`config.mk`:
```
export PLATFORM = sky130hd
export DESIGN_NAME = btb_port_arbiter
export DESIGN_NICKNAME = d
export VERILOG_FILES = /design/src/rtl/bp_pkg.sv /design/src/rtl/upd_fifo.sv /design/src/rtl/btb_port_arbiter.sv
export SDC_FILE = /design/constraint.sdc
export NUM_CORES = 1
export LEC_CHECK = 0
export BUFFER_PORTS_ARGS = -buffer_cell sky130_fd_sc_hd__buf_2
export CORE_MARGIN = 4
export CORE_UTILIZATION = 30
export CTS_BUF_LIST = sky130_fd_sc_hd__clkbuf_8
export CTS_CLUSTER_SIZE = 20
export DETAILED_ROUTE_END_ITERATION = 6
export GPL_ROUTABILITY_DRIVEN = 0
export GPL_TIMING_DRIVEN = 0
export MAX_ROUTING_LAYER = met4
export PLACE_DENSITY_LB_ADDON = 0.1
export SETUP_SLACK_MARGIN = 0.1
export SLEW_MARGIN = 20
export SYNTH_ARGS = -nofsm -noshare
export SYNTH_HDL_FRONTEND = slang
export SYNTH_SLANG_ARGS = --single-unit
export TNS_END_PERCENT = 5
```
`constraint.sdc`:
```
create_clock -name clk -period 2 [get_ports clk]
set_clock_uncertainty 0.15 [all_clocks]
set_input_delay 0.2 -clock clk [delete_from_list [all_inputs] [get_ports clk]]
set_output_delay 0.2 -clock clk [all_outputs]
set_load 0.005 [all_outputs]
```
`src/rtl/bp_pkg.sv`:
```
// Shared BTB types: geometry, RAM entry layout, queued update record, port grant.
// No logic, so no latency.
// No flow control.
package bp_pkg;

    localparam int BTB_IDX_W = 4;
    localparam int BTB_TAG_W = 26;

    // Field order matches the RAM word: {valid, tag, target, pred}
    typedef struct packed {
        logic                 valid;
        logic [BTB_TAG_W-1:0] tag;
        logic [31:0]          target;
        logic                 pred;
    } btb_entry_t;

    typedef struct packed {
        logic [BTB_IDX_W-1:0] idx;
        logic [BTB_TAG_W-1:0] tag;
        logic [31:0]          target;
        logic                 taken;
        logic                 wrt;
        logic                 wrp;
    } upd_req_t;

    typedef enum logic [1:0] {
        GNT_IDLE,
        GNT_READ,
        GNT_WRITE
    } gnt_t;

endpackage

```
`src/rtl/upd_fifo.sv`:
```
// Two-entry queue of pending BTB updates.
// Head is visible the cycle after push.
// No internal backpressure: the caller pops whenever it pushes while full.
module upd_fifo
    import bp_pkg::*;
(
    input  logic     clk,
    input  logic     rst_n,
    input  logic     push,
    input  upd_req_t push_dat,
    input  logic     pop,
    output logic     full,
    output logic     empty,
    output upd_req_t head
);

    upd_req_t   mem_q [2];
    upd_req_t   mem_d [2];
    logic       rd_ptr_q, rd_ptr_d;
    logic [1:0] cnt_q, cnt_d;
    logic       wr_ptr;

    // With two entries a push while full lands in the slot being popped.
    always_comb begin
        mem_d    = mem_q;
        wr_ptr   = rd_ptr_q ^ cnt_q[0];
        if (push) begin
            mem_d[wr_ptr] = push_dat;
        end
        rd_ptr_d = rd_ptr_q ^ pop;
        cnt_d    = cnt_q + {1'b0, push} - {1'b0, pop};
    end

    always_ff @(posedge clk) begin
        if (!rst_n) begin
            mem_q[0] <= '0;
            mem_q[1] <= '0;
            rd_ptr_q <= 1'b0;
            cnt_q    <= 2'd0;
        end else begin
            mem_q    <= mem_d;
            rd_ptr_q <= rd_ptr_d;
            cnt_q    <= cnt_d;
        end
    end

    assign full  = (cnt_q == 2'd2);
    assign empty = (cnt_q == 2'd0);
    assign head  = mem_q[rd_ptr_q];

endmodule

```
`src/rtl/btb_port_arbiter.sv`:
```
// Arbitrates a single-port BTB RAM between fetch lookups and queued branch updates.
// Lookup result one cycle after a READ grant; updates drain with at most 3 cycles of age deferral.
// Fetch is stalled (if_stall) only in cycles where a WRITE takes the port from a valid lookup.
module btb_port_arbiter
    import bp_pkg::*;
(
    input  logic        clk,
    input  logic        rst_n,
    input  logic        if_valid,
    input  logic [31:0] if_pc,
    output logic        if_stall,
    output logic        hp_valid,
    output logic [1:0]  hp,
    output logic [31:0] hp_target,
    input  logic        flush,
    input  logic        upd_wrt,
    input  logic        upd_wrp,
    input  logic [31:0] upd_pc,
    input  logic [31:0] upd_target,
    input  logic        upd_taken,
    output logic        ram_en,
    output logic        ram_we,
    output logic [3:0]  ram_addr,
    output logic [1:0]  ram_wmask,
    output logic [59:0] ram_wdata,
    input  logic [59:0] ram_rdata
);

    upd_req_t             upd_req, head;
    logic                 push, pop, fifo_full, fifo_empty;
    gnt_t                 gnt;
    logic [1:0]           age_q, age_d;
    logic                 rd_vld_q, rd_vld_d;
    logic [BTB_TAG_W-1:0] rd_tag_q, rd_tag_d;
    btb_entry_t           rd_ent, wr_ent;
    logic                 hit;
    logic                 unused_pc_bits;

    assign unused_pc_bits = ^{if_pc[1:0], upd_pc[1:0]};

    always_comb begin
        upd_req.idx    = upd_pc[5:2];
        upd_req.tag    = upd_pc[31:6];
        upd_req.target = upd_target;
        upd_req.taken  = upd_taken;
        upd_req.wrt    = upd_wrt;
        upd_req.wrp    = upd_wrp;
        push           = rst_n & (upd_wrt | upd_wrp);
    end

    upd_fifo u_upd_fifo (
        .clk      (clk),
        .rst_n    (rst_n),
        .push     (push),
        .push_dat (upd_req),
        .pop      (pop),
        .full     (fifo_full),
        .empty    (fifo_empty),
        .head     (head)
    );

    // A full queue must drain now so that a same-cycle push cannot overflow it.
    always_comb begin
        gnt = GNT_IDLE;
        if (rst_n) begin
            if (!fifo_empty && (fifo_full || !if_valid || age_q == 2'd3)) begin
                gnt = GNT_WRITE;
            end else if (if_valid) begin
                gnt = GNT_READ;
            end
        end
        pop      = (gnt == GNT_WRITE);
        if_stall = if_valid & (gnt == GNT_WRITE);
    end

    always_comb begin
        wr_ent.valid  = 1'b1;
        wr_ent.tag    = head.tag;
        wr_ent.target = head.target;
        wr_ent.pred   = head.taken;
        ram_en        = (gnt != GNT_IDLE);
        ram_we        = (gnt == GNT_WRITE);
        ram_addr      = 4'd0;
        ram_wmask     = 2'b00;
        ram_wdata     = '0;
        if (gnt == GNT_WRITE) begin
            ram_addr  = head.idx;
            ram_wmask = {head.wrt, head.wrp};
            ram_wdata = wr_ent;
        end else if (gnt == GNT_READ) begin
            ram_addr  = if_pc[5:2];
        end
    end

    always_comb begin
        age_d = age_q;
        if (pop || fifo_empty) begin
            age_d = 2'd0;
        end else if (age_q != 2'd3) begin
            age_d = age_q + 2'd1;
        end
        rd_vld_d = (gnt == GNT_READ) & ~flush;
        rd_tag_d = (gnt == GNT_READ) ? if_pc[31:6] : rd_tag_q;
    end

    always_ff @(posedge clk) begin
        if (!rst_n) begin
            age_q    <= 2'd0;
            rd_vld_q <= 1'b0;
            rd_tag_q <= '0;
        end else begin
            age_q    <= age_d;
            rd_vld_q <= rd_vld_d;
            rd_tag_q <= rd_tag_d;
        end
    end

    // RAM data arrives the cycle after the READ grant; a flush then still kills it.
    always_comb begin
        rd_ent    = btb_entry_t'(ram_rdata);
        hp_valid  = rd_vld_q & ~flush;
        hit       = hp_valid & rd_ent.valid & (rd_ent.tag == rd_tag_q);
        hp        = {hit, hit & rd_ent.pred};
        hp_target = hit ? rd_ent.target : 32'd0;
    end

endmodule

```
Word level (Yosys, flattened, before mapping)
Index checks and enable logic that the tools add are counted.
{ "classes": {"eq_ne": 6, "add_sub_neg": 3, "n_reduce_logical": 10, "n_bitwise": 14, "order_cmp": 3, "mux": 14} }
{ "op_table": {"columns": ["op", "count"], "rows": [
  ["$mux W65", 4],
  ["$bwmux W130", 1],
  ["$demux W65 S1", 1],
  ["$mux W60", 1],
  ["$mux W32", 1],
  ["$eq A26 B26 Y1", 1],
  ["$mux W4", 2],
  ["$and A1 B1 Y1", 7],
  ["$eq A2 B2 Y1 const B", 3],
  ["$mux W2", 3],
  ["$ge A2 B2 Y1 const B", 2],
  ["$not A1 Y2", 2],
  ["$logic_or A1 B1 Y1", 3],
  ["$add A2 B1 Y2", 1],
  ["$add A2 B1 Y2 const B", 1],
  ["$eq A2 B1 Y1 const B", 1],
  ["$logic_and A1 B1 Y1", 2],
  ["$logic_not A1 Y1", 2],
  ["$logic_not A2 Y1", 1],
  ["$lt A2 B1 Y1 const B", 1],
  ["$ne A2 B2 Y1 const B", 1],
  ["$not A1 Y1", 2],
  ["$reduce_bool A2 Y1", 1],
  ["$reduce_or A2 Y1", 1],
  ["4 further kinds", 5]
]} }
{ "totals": {"out_inout_bits": 104, "elab_cells": 67, "ff_bits": 162, "in_bits": 163} }

Logic depth before layout (Yosys ltp)
Gate-level depths: netlist of run 1.
{ "logic_depth": {"ltp_word": 9, "ltp_mapped": 11} }

Cells and area by module
From an unflattened synthesis of run 1, not the netlist that was laid out.
{ "unflattened": {"hier_cells": 895, "area_unflattened_um2": 8167.8} }
{ "by_module_without_submodules": {"columns": ["mod", "cells_each", "area_each_um2", "seq_area_each_um2", "n_inst"], "rows": [
  ["upd_fifo", 581, 5758.0, 2662.6, 1],
  ["btb_port_arbiter", 314, 2409.8, 580.6, 1]
]} }

Least setup slack after synthesis of run 1
OpenSTA, ideal clock, no wires.
{ "synth_timing": {"kind": "flip-flop to flip-flop", "from": "reg age_q[0]", "to": "reg u_upd_fifo.cnt_q[1]", "stages_incl_launch_ff": 12, "setup_time_ps": 115, "t_required_ps": 1735, "arrival_ps": 1941, "path_slack_ps": -206, "path_cell_list": "dfxtp_1 ha_1 nand3b_1 o21ai_0 nand2b_1 buf_2 inv_1 ha_1 inv_1 ha_1 xnor2_1 and2_1"} }
{ "synth_via": {"elab_chain_len": 7} }
{ "synth_rtl": {"columns": ["item", "line", "source"], "rows": [
  ["from (decl)", "btb_port_arbiter.sv:32", "logic [1:0] age_q, age_d;"],
  ["from (signal assigned)", "btb_port_arbiter.sv:112", "age_q <= age_d;"],
  ["$eq A2 B2 Y1", "btb_port_arbiter.sv:66", "if (!fifo_empty && (fifo_full || !if_valid || age_q == 2'd3)) begin"],
  ["$logic_or A1 B1 Y1", "btb_port_arbiter.sv:66", null],
  ["$logic_and A1 B1 Y1", "btb_port_arbiter.sv:66", null],
  ["$mux W2", "btb_port_arbiter.sv:66", null],
  ["$mux W2", "btb_port_arbiter.sv:65", "if (rst_n) begin"],
  ["$eq A2 B2 Y1", null, null],
  ["via ram_we", "btb_port_arbiter.sv:22", "output logic ram_we,"],
  ["$sub A2 B1 Y2", "upd_fifo.sv:31", "cnt_d = cnt_q + {1'b0, push} - {1'b0, pop};"],
  ["to (signal assigned)", "upd_fifo.sv:43", "cnt_q <= cnt_d;"],
  ["to (decl)", "upd_fifo.sv:20", "logic [1:0] cnt_q, cnt_d;"]
]} }
The timed path passes the listed nets, and every way through them passes these cells.
A chain may end at the register's enable or synchronous reset.

Final worst setup path of run 1
{ "layout_timing": {"from": "reg rd_tag_q[15]", "to": "out hp[1]"} }
{ "layout_via": {"elab_chain_len": 2} }
{ "layout_rtl": {"columns": ["item", "line", "source"], "rows": [
  ["from (decl)", "btb_port_arbiter.sv:34", "logic [BTB_TAG_W-1:0] rd_tag_q, rd_tag_d;"],
  ["from (signal assigned)", "btb_port_arbiter.sv:114", "rd_tag_q <= rd_tag_d;"],
  ["$eq A26 B26 Y1", "btb_port_arbiter.sv:122", "hit = hp_valid & rd_ent.valid & (rd_ent.tag == rd_tag_q);"],
  ["$and A1 B1 Y1", "btb_port_arbiter.sv:122", null],
  ["to (decl)", "btb_port_arbiter.sv:13", "output logic [1:0] hp,"]
]} }
No other way between the ends.

==> results of run 1 <==
worst max-delay path, stage by stage (launching register included):
cell and delay (ns):
dfxtp_1 0.34, xor2_1 0.19, nor4_4 0.43, nand4_4 0.22
buf_6 0.22, nor2_1 0.11, buf_4 0.11, buf_2 0.10
sequential cells by signal, summed over array words and instances, names as in the netlist:
signal,cells
age_q,2
rd_tag_q,26
rd_vld_q,1
u_upd_fifo.cnt_q,2
u_upd_fifo.mem_q,130
u_upd_fifo.rd_ptr_q,1
repair_timing:
item,CTS,global route
setup endpoints to repair,212,234
gates resized for setup,46,35
buffers inserted,3,0
hold buffers,93,0
pin swaps,4,4
hold endpoints to repair,159,0
stage by stage:
stage	total power, mW	area [µm²]	setup slack [ns]	hold slack, ns
after global routing	11.76	10800	-0.6061	0.1765
after detailed placement	8.408	9271	-0.3211	0.2674
after CTS	11.01	10720	-0.5133	0.1378
after global placement	8.351	9271	-0.3403	0.2655
after floorplan	7.067	7555	0.05352	0.1224
final	10.91	10800	-0.5085	0.1692
synthesized netlist by cell type:
master	number
clkbuf_1	36
and3_1	1
nor4_1	3
nand3_1	6
buf_6	3
nand3b_1	1
clkbuf_2	3
nor3b_1	1
xnor2_1	7
and2_1	4
and2b_1	1
nor2_1	64
nor4_2	2
buf_4	8
ha_1	3
nand4_2	1
inv_1	37
o21ai_0	136
a21boi_0	26
mux2i_1	65
xor2_1	23
nand2b_1	2
nor3_1	6
nand4_1	1
nand2_1	315
nor3_2	29
nor2b_1	1
dfxtp_1	162
buf_2	25
and4_1	1
layer usage:
metal  track usage [%]  share of wire, %  vias up
li1                  -                 -     3895
met1             23.48                45     3453
met2             31.30                47      237
met3             4.499               6.1       29
met4             5.667               2.1        0
met5                 -                 0        -
layout make-up:
cell class / instances / area [µm²] / area share (%)
Multi-Input combinational cell: 699 / 3844 / 35.59
Sequential cell: 162 / 3249 / 30.09
Timing Repair Buffer: 358 / 2275 / 21.06
Buffer: 75 / 525.5 / 4.866
Tap cell: 324 / 405.4 / 3.753
Clock buffer: 17 / 234.0 / 2.166
Inverter: 37 / 141.4 / 1.309
Clock inverter: 15 / 121.4 / 1.124
Antenna cell: 2 / 5.005 / 0.04634
where the power goes:
part	switching (mW)	internal, mW	leakage, nW	total (mW)
clock	1.37	0.895	0.184	2.26
sequential	0.526	4.25	1.34	4.78
combinational	2.16	1.71	3.21	3.87
worst max-delay path by stage:
stage                 start             endpoint  slack [ns]  cells after the start
4_1_cts        rd_tag_q[23]         hp_target[1]       -0.51                      5
3_3_place_gp   rd_tag_q[23]         hp_target[1]       -0.34                      5
2_1_floorplan      age_q[0]  u_upd_fifo.cnt_q[1]        0.05                     11
5_1_grt        rd_tag_q[15]         hp_target[5]       -0.61                      6
3_5_place_dp   rd_tag_q[23]         hp_target[1]       -0.32                      5
6_report       rd_tag_q[15]                hp[1]       -0.51                      7
cells by family (layout without fill, tap and decap cells):
group	count (synthesis)	in the layout	synth area share [%]
xor gates and xnor gates	30	30	3.506
buffers and inverters	112	502	6.778
other	0	2	0
DFF	162	162	43.27
muxes	65	65	8.681
and+or+nand+nor	439	439	25.58
AOI/OAI and AO/OA	162	162	11.69
adders and majority gates	3	3	0.5009
==> results.cfg, run 1 <==
[run_status]
outcome = complete, but fails checks
violations = negative setup slack

[place]
dpl.hpwl_um = 18980
dp.cells = 1559
portBuffers = 262

[yosys]
synth_fp_nets = 1139
yosysWarningCount = 0
synth.area.top_cells = dfxtp_1 (43%), nand2_1 (16%), o21ai_0 (9.1%), mux2i_1 (8.7%), nor3_2 (3.9%)
syn_avg_cell_area_um2 = 7.703
ys_types = 30
synthCells = 973
netlist_area_um2 = 7495
synth_top_area_share_pct = 43.27
ys_seq_area_share_pct = 43.27
synth-seq-cells = 162
netlist.top_cell.by_area = dfxtp_1

[routing]
drt_drc_violations_left = 0
vias = 7614
drt_iter0_drc = 398
vias_per_cell = 4.508
drt-pass1-iter-count = 7
drtAntennaViolNets = 0
wire_per_inst_um = 15.30
wl_um = 25840

[timing]
setup_violations = 105
tns_ns = -30.13
max_freq_mhz = 398.6
drv_slew = 0
final.setup.worst_slack_ns = -0.5085
slew_headroom_pct = 49.93
rsz0062_at_grt = yes
hold_viol = 0
fin_crit_ns = 2.509
final.period_utilization_pct = 125.4
worst_pin_slew_ns = 0.7511

[grt]
grt_overflow = 0
grt_max_degree = 17
globalRouteTotalUtil_pct = 19.08
antenna_found_initial = 2
grt_pass1_vias = 7602
grt_pass1_wl_um = 41520

[clock_network]
clk_pin_slew_worst_paths_ns = 0.10
cts_tree = yes
cts_made_buffers = 17
insertion_delay_ns = 0.45
h-tree-depth = 4
cts_buffer_depth = 2
cts.sinks = 162
root_buffer = clkbuf_8

[final_layout]
layout-drive-gt1-share_pct = 29.49
fin_util_pct = 44.15
syn_to_final_growth_pct = 44.11
instances_no_fill = 1689
nets = 1516
final_common_cell = nand2_1
fill_cells = 2566
mostFrequentLayoutCells = nand2_1 (315), buf_2 (268), dfxtp_1 (157), o21ai_0 (133), dlygate4sd3_1 (93)

[pwr]
cellPowerDensity_nw_per_um2 = 1010
p_leak_nw = 4.725
irDropWorstVdd_mv = 0.4155

[flow_run]
cap_violations = 0

[die]
chipHeight_um = 166.1
start_util_pct = 30.64
dieArea_um2 = 27570
rows = 57
die_w_um = 166.1
coreArea_um2 = 24460
io_pins = 267

[worst_setup_path]
rr_endpoint = u_upd_fifo.cnt_q[1]
cp.required_ns = 1.65
path_max_fanout = 10
rr_startpoint = age_q[0]
ff2ff_setup_slack_ns = -0.14
worst_setup_path_end_kind = output port
start_kind = flip-flop
worstPathArrival_ns = 2.16
path_class = reg2out
r2r_cells = 11

[hold_path]
holdPathStages = 5
hp-start = if_valid
hold-path-endpoint = u_upd_fifo.rd_ptr_q
hp-class = in2reg
Note: power is estimated with default switching activity, not from simulation.
==> run 2, diff against run 1 <==
ABC_AREA = 1   (was unset)
==> run 2 against run 1 <==
  * Die area grew 1.4%
  * Critical path type unchanged
  * The flow still finishes with violations (negative setup slack)
  * Synthesized cell count is 17% higher
  * Clock power hardly changed
  * Highest routed layer unchanged
  * Non-clock buffer count grew 21
  * Critical path depth grew 3
==> results.cfg, run 2 <==
[clock_network]
cts_made_buffers = 17
cts.sinks = 162
cts_tree = yes
root_buffer = clkbuf_8
h-tree-depth = 4
clk_pin_slew_worst_paths_ns = 0.09
insertion_delay_ns = 0.44
cts_buffer_depth = 2

[timing]
final.setup.worst_slack_ns = -0.2310
fin_crit_ns = 2.231
max_freq_mhz = 448.2
hold_viol = 0
slew_headroom_pct = 60.66
whs_ns = 0.09643
rsz0062_at_grt = yes
final.period_utilization_pct = 111.6
worst_pin_slew_ns = 0.5901
drv_slew = 0
setup_violations = 102

[die]
start_util_pct = 30.38
coreArea_um2 = 25040
io_pins = 267
dieArea_um2 = 27970
chipHeight_um = 167.2
rows = 58
die_w_um = 167.2

[final_layout]
fin_util_pct = 46.02
top_regs = u_upd_fifo.mem_q (130), rd_tag_q (26)
largest_register = u_upd_fifo.mem_q
largest_reg_flops = 130
fill_cells = 2652
regArea_um2 = 3254
mostFrequentLayoutCells = buf_2 (281), nand2_1 (281), dfxtp_1 (153), inv_1 (152), nor2_1 (115)
syn_to_final_growth_pct = 51.46
nets = 1698
multiInputGateArea_um2 = 3854
layout-drive-gt1-share_pct = 31.72
instances_no_fill = 1877

[routing]
drtAntennaViolNets = 0
drt_iter0_drc = 418
drt-pass1-iter-count = 5
vias_per_cell = 4.503
wire_per_inst_um = 14.92
wl_um = 28010
drt_drc_violations_left = 0
vias = 8452

[yosys]
synth_top_area_share_pct = 42.63
synth.area.top_cells = dfxtp_1 (43%), nand2_1 (14%), nor2_1 (8.0%), inv_1 (7.5%), o31ai_1 (6.4%)
ys_types = 26
yosysMostFrequentCell = nand2_1
synthCells = 1136
yosysWarningCount = 0
netlist.top_cell.by_area = dfxtp_1
synth-seq-cells = 162
synthArstFlopShare_pct = 0
syn_avg_cell_area_um2 = 6.697
synth_ff_type = dfxtp_1
synth_fp_nets = 1302
synth_edf_count = 0
ys_seq_area_share_pct = 42.63
netlist_area_um2 = 7607
synthTopCellsByCount = nand2_1 (288), nor2_1 (163), dfxtp_1 (162), inv_1 (152), a21oi_1 (70)

[worst_setup_path]
path_delay_family = simple AND/OR/NAND/NOR gates
critPathSlowestCell = dfxtp_2
critical_path.cell_chain = inv_1, nand2_1, nand2_1, nor2_2, nand2_2, nor2_4, nand2_4, clkbuf_8, nor3_1, buf_2
start_kind = flip-flop
path_max_fanout = 10
path_class = reg2out
worst_setup_path_end_kind = output port
cpMostUsedCell = nand2_1
crit_buf_inv = 3
cp.required_ns = 1.65
slowest_delay_ns = 0.34
worstPathArrival_ns = 1.88

[place]
dpl.hpwl_um = 19250
portBuffers = 261
post-place-ws_ns = -0.2677
dp.cells = 1727

[pwr]
p_leak_nw = 5.371
irDropWorstVdd_mv = 0.4146
cellPowerDensity_nw_per_um2 = 1125

[grt]
grt_overflow = 0
antenna_found_initial = 2
grt_pass1_vias = 8178
globalRouteTotalUtil_pct = 19.80
grt_max_degree = 17
grt_pass1_wl_um = 43860

[run_status]
violations = negative setup slack
outcome = complete, but fails checks

[flow_run]
cap_violations = 0

[hold_path]
hp-class = in2reg
-- run 2: final timing paths --
path,from,end,slack (ns),depth (start not counted)
min reg2reg,age_q[0],age_q[0],0.29,1
max reg2reg,age_q[0],u_upd_fifo.cnt_q[1],-0.03,12
max,rd_tag_q[0],hp_target[19],-0.23,10
min,if_valid,age_q[0],0.1,5
-- run 2: worst min-delay path, stage by stage --
cell and delay [ns]:
buf_2 0.14, nand3_2 0.10, nand2_4 0.07, nand3_1 0.10
nor2_1 0.04
-- run 2: cell families after synthesis --
logic type	synth area share [%]
xor gates and xnor gates	0.5758
and+or+nand+nor	25.41
buffers and inverters	12.68
adders and majority gates	0.4935
DFF	42.63
AOI/OAI and AO/OA	18.21
-- run 2: metrics by stage --
step	setup TNS (ns)	total power, mW	area, µm²
finish	-13.86	12.96	11520
detailed placement	-5.863	9.798	9326
global placement	-5.441	9.766	9326
floorplan	0	8.044	7607
global route	-25.82	14.03	11520
CTS	-21.43	12.92	11170
-- run 2: metal layers --
metal	global-route usage (%)	vias up	part of all wire [%]
li1	-	4371	-
met1	26.27	3840	47
met2	31.61	221	47
met3	3.942	20	4.8
met4	4.199	0	0.99
met5	-	-	0
-- run 2: layout make-up --
| cell class | instances | area share (%) |
|---|---|---|
| Buffer | 79 | 4.854 |
| Inverter | 156 | 5.169 |
| Clock inverter | 14 | 0.9122 |
| Antenna cell | 2 | 0.04344 |
| Clock buffer | 18 | 2.150 |
| Multi-Input combinational cell | 741 | 33.45 |
| Tap cell | 330 | 3.583 |
| Sequential cell | 162 | 28.24 |
| Timing Repair Buffer | 375 | 21.60 |
-- run 2: what timing repair did --
item                                    CTS  global route
endpoints found under the setup margin  108           107
resized for setup                       134            89
buffers inserted                          7             8
pin swaps                                15            14
hold endpoints to repair                157             0
gates cloned                              7             2
hold buffers                             92             0
-- run 2: report_power, final --
group | switching [mW] | internal, mW
Clock | 1.36 | 0.910
Combinational | 3.65 | 2.23
Sequential | 0.433 | 4.38
==> run 3, diff against run 2 <==
CORE_UTILIZATION = 40   (was 30)
==> run 3 against run 2 <==
  * The flow still finishes with violations (negative setup slack)
  * Combinational power decreased by 3.9%
  * Sequential power about the same
  * Die area decreased by 24%
  * Wire length fell by 8.2%
  * Power is 1.4% higher
  * Final cell count down 6.0%
  * Highest routed layer unchanged
==> results.cfg, run 3 (synthesis gave the netlist of run 2 again) <==
[run_status]
outcome = complete, but fails checks
violations = negative setup slack

[routing]
drtAntennaViolNets = 0
wl_um = 25700
drt_iter0_drc = 550
vias_per_cell = 4.805
wire_per_inst_um = 14.56
drt_drc_violations_left = 0
drt-pass1-iter-count = 5
vias = 8480

[final_layout]
fin_util_pct = 59.74
fill_cells = 1796
syn_to_final_growth_pct = 46.89
top_regs = u_upd_fifo.mem_q (130), rd_tag_q (26)
final_common_cell = nand2_1
largest_register = u_upd_fifo.mem_q
layout-drive-gt1-share_pct = 30.15
instances_no_fill = 1765
nets = 1683
largest_reg_flops = 130
mostFrequentLayoutCells = nand2_1 (284), buf_2 (283), dfxtp_1 (150), inv_1 (148), nor2_1 (118)

[worst_setup_path]
worst_setup_path_end_kind = output port
cp.required_ns = 1.65
worstPathArrival_ns = 1.88
start_kind = flip-flop
path_max_fanout = 10
r2r_cells = 12
path_class = reg2out

[grt]
grt_overflow = 0
antenna_found_initial = 1
grt_pass1_vias = 8075
grt_max_degree = 17
globalRouteTotalUtil_pct = 24.28
grt_pass1_wl_um = 41260

[die]
chipHeight_um = 145.9
start_util_pct = 40.67
rows = 50
io_pins = 267
coreArea_um2 = 18710
dieArea_um2 = 21290
die_w_um = 145.9

[clock_network]
root_buffer = clkbuf_8
insertion_delay_ns = 0.45
cts_made_buffers = 17
cts_buffer_depth = 2
clk_pin_slew_worst_paths_ns = 0.09
cts.sinks = 162
cts_tree = yes
h-tree-depth = 4

[pwr]
p_leak_nw = 5.306
total_power_mw = 13.14
irDropWorstVdd_mv = 0.6826
cellPowerDensity_nw_per_um2 = 1176

[timing]
worst_pin_slew_ns = 0.5642
whs_ns = 0.08430
tns_ns = -12.92
hold_viol = 0
rsz0062_at_grt = yes
final.period_utilization_pct = 111.5
max_freq_mhz = 448.6
final.setup.worst_slack_ns = -0.2291
slew_headroom_pct = 62.38
drv_slew = 0
setup_violations = 98
fin_crit_ns = 2.229

[place]
dp.cells = 1631
dpl.hpwl_um = 17710
portBuffers = 261

[flow_run]
cap_violations = 0

[hold_path]
holdPathStages = 4
hp-class = in2reg
==> run 3: changes by cell type in the layout (fill, tap and decap cells not counted), moves of 4 or more <==
cell,delta
buf_4,-6
nor2_2,+7
nor3_1,+11
nor3_2,-11
nor2_4,-10
inv_1,-4
inv_2,+4
bufinv_16,+4
==> run 3: worst paths after layout <==
kind | slack, ns | startpoint | endpoint
setup / recovery | -0.23 | rd_tag_q[10] | hp_target[19]
hold / removal | 0.08 | if_valid | rd_tag_q[0]
setup reg to reg | 0.01 | age_q[0] | u_upd_fifo.cnt_q[1]
hold reg to reg | 0.29 | age_q[0] | age_q[0]
==> run 3: timing repair <==
item / in CTS / in global routing
gates cloned: 2 / 0
pin swaps: 5 / 8
buffers inserted: 6 / 1
resized for setup: 96 / 91
setup endpoints to repair: 104 / 106
hold endpoints to repair: 157 / 0
hold buffers: 92 / 0
==> run 3: per-layer routing <==
layer	part of all wire, %	GRT usage (%)	wire length, µm
met4	1.7	5.888	438
met5	0	-	0
met3	5.8	5.139	1501
met1	46	32.27	11890
met2	46	37.99	11880
==> run 3: power breakdown <==
| group | internal, mW | switching (mW) | leakage, nW |
|---|---|---|---|
| clock network | 1.39 | 1.27 | 0.219 |
| logic | 2.16 | 3.49 | 3.75 |
| registers | 4.39 | 0.448 | 1.34 |
| total | 7.93 | 5.21 | 5.31 |
==> run 3: critical path, cell delays in order, from the launching register on <==
cell and delay (ns):
dfxtp_2 0.34, inv_2 0.04, nand2_1 0.05, nand2_1 0.05
nor2_1 0.14, nand2_1 0.09, nor2_2 0.15, nand2_4 0.11
buf_8 0.16, nor3_1 0.15, buf_2 0.16
==> run 3: layout make-up <==
type | count | area (µm²) | share of cell area, %
tap | 234 | 292.8 | 2.620
inverter | 156 | 600.6 | 5.375
timing repair buffer | 362 | 2345 | 20.98
antenna | 2 | 5.005 | 0.04479
clock inverter | 13 | 182.7 | 1.635
multi-input combinational | 739 | 3707 | 33.18
sequential | 162 | 3258 | 29.16
clock buffer | 18 | 247.7 | 2.217
buffer | 79 | 535.5 | 4.792
==> run 3: stage by stage <==
stage / setup slack (ns) / cell area (µm²)
final: -0.2291 / 11170
after global placement: -0.1941 / 9206
after floorplan: 0.1248 / 7607
after CTS: -0.2369 / 10920
after detailed placement: -0.1777 / 9206
after global routing: -0.3423 / 11170
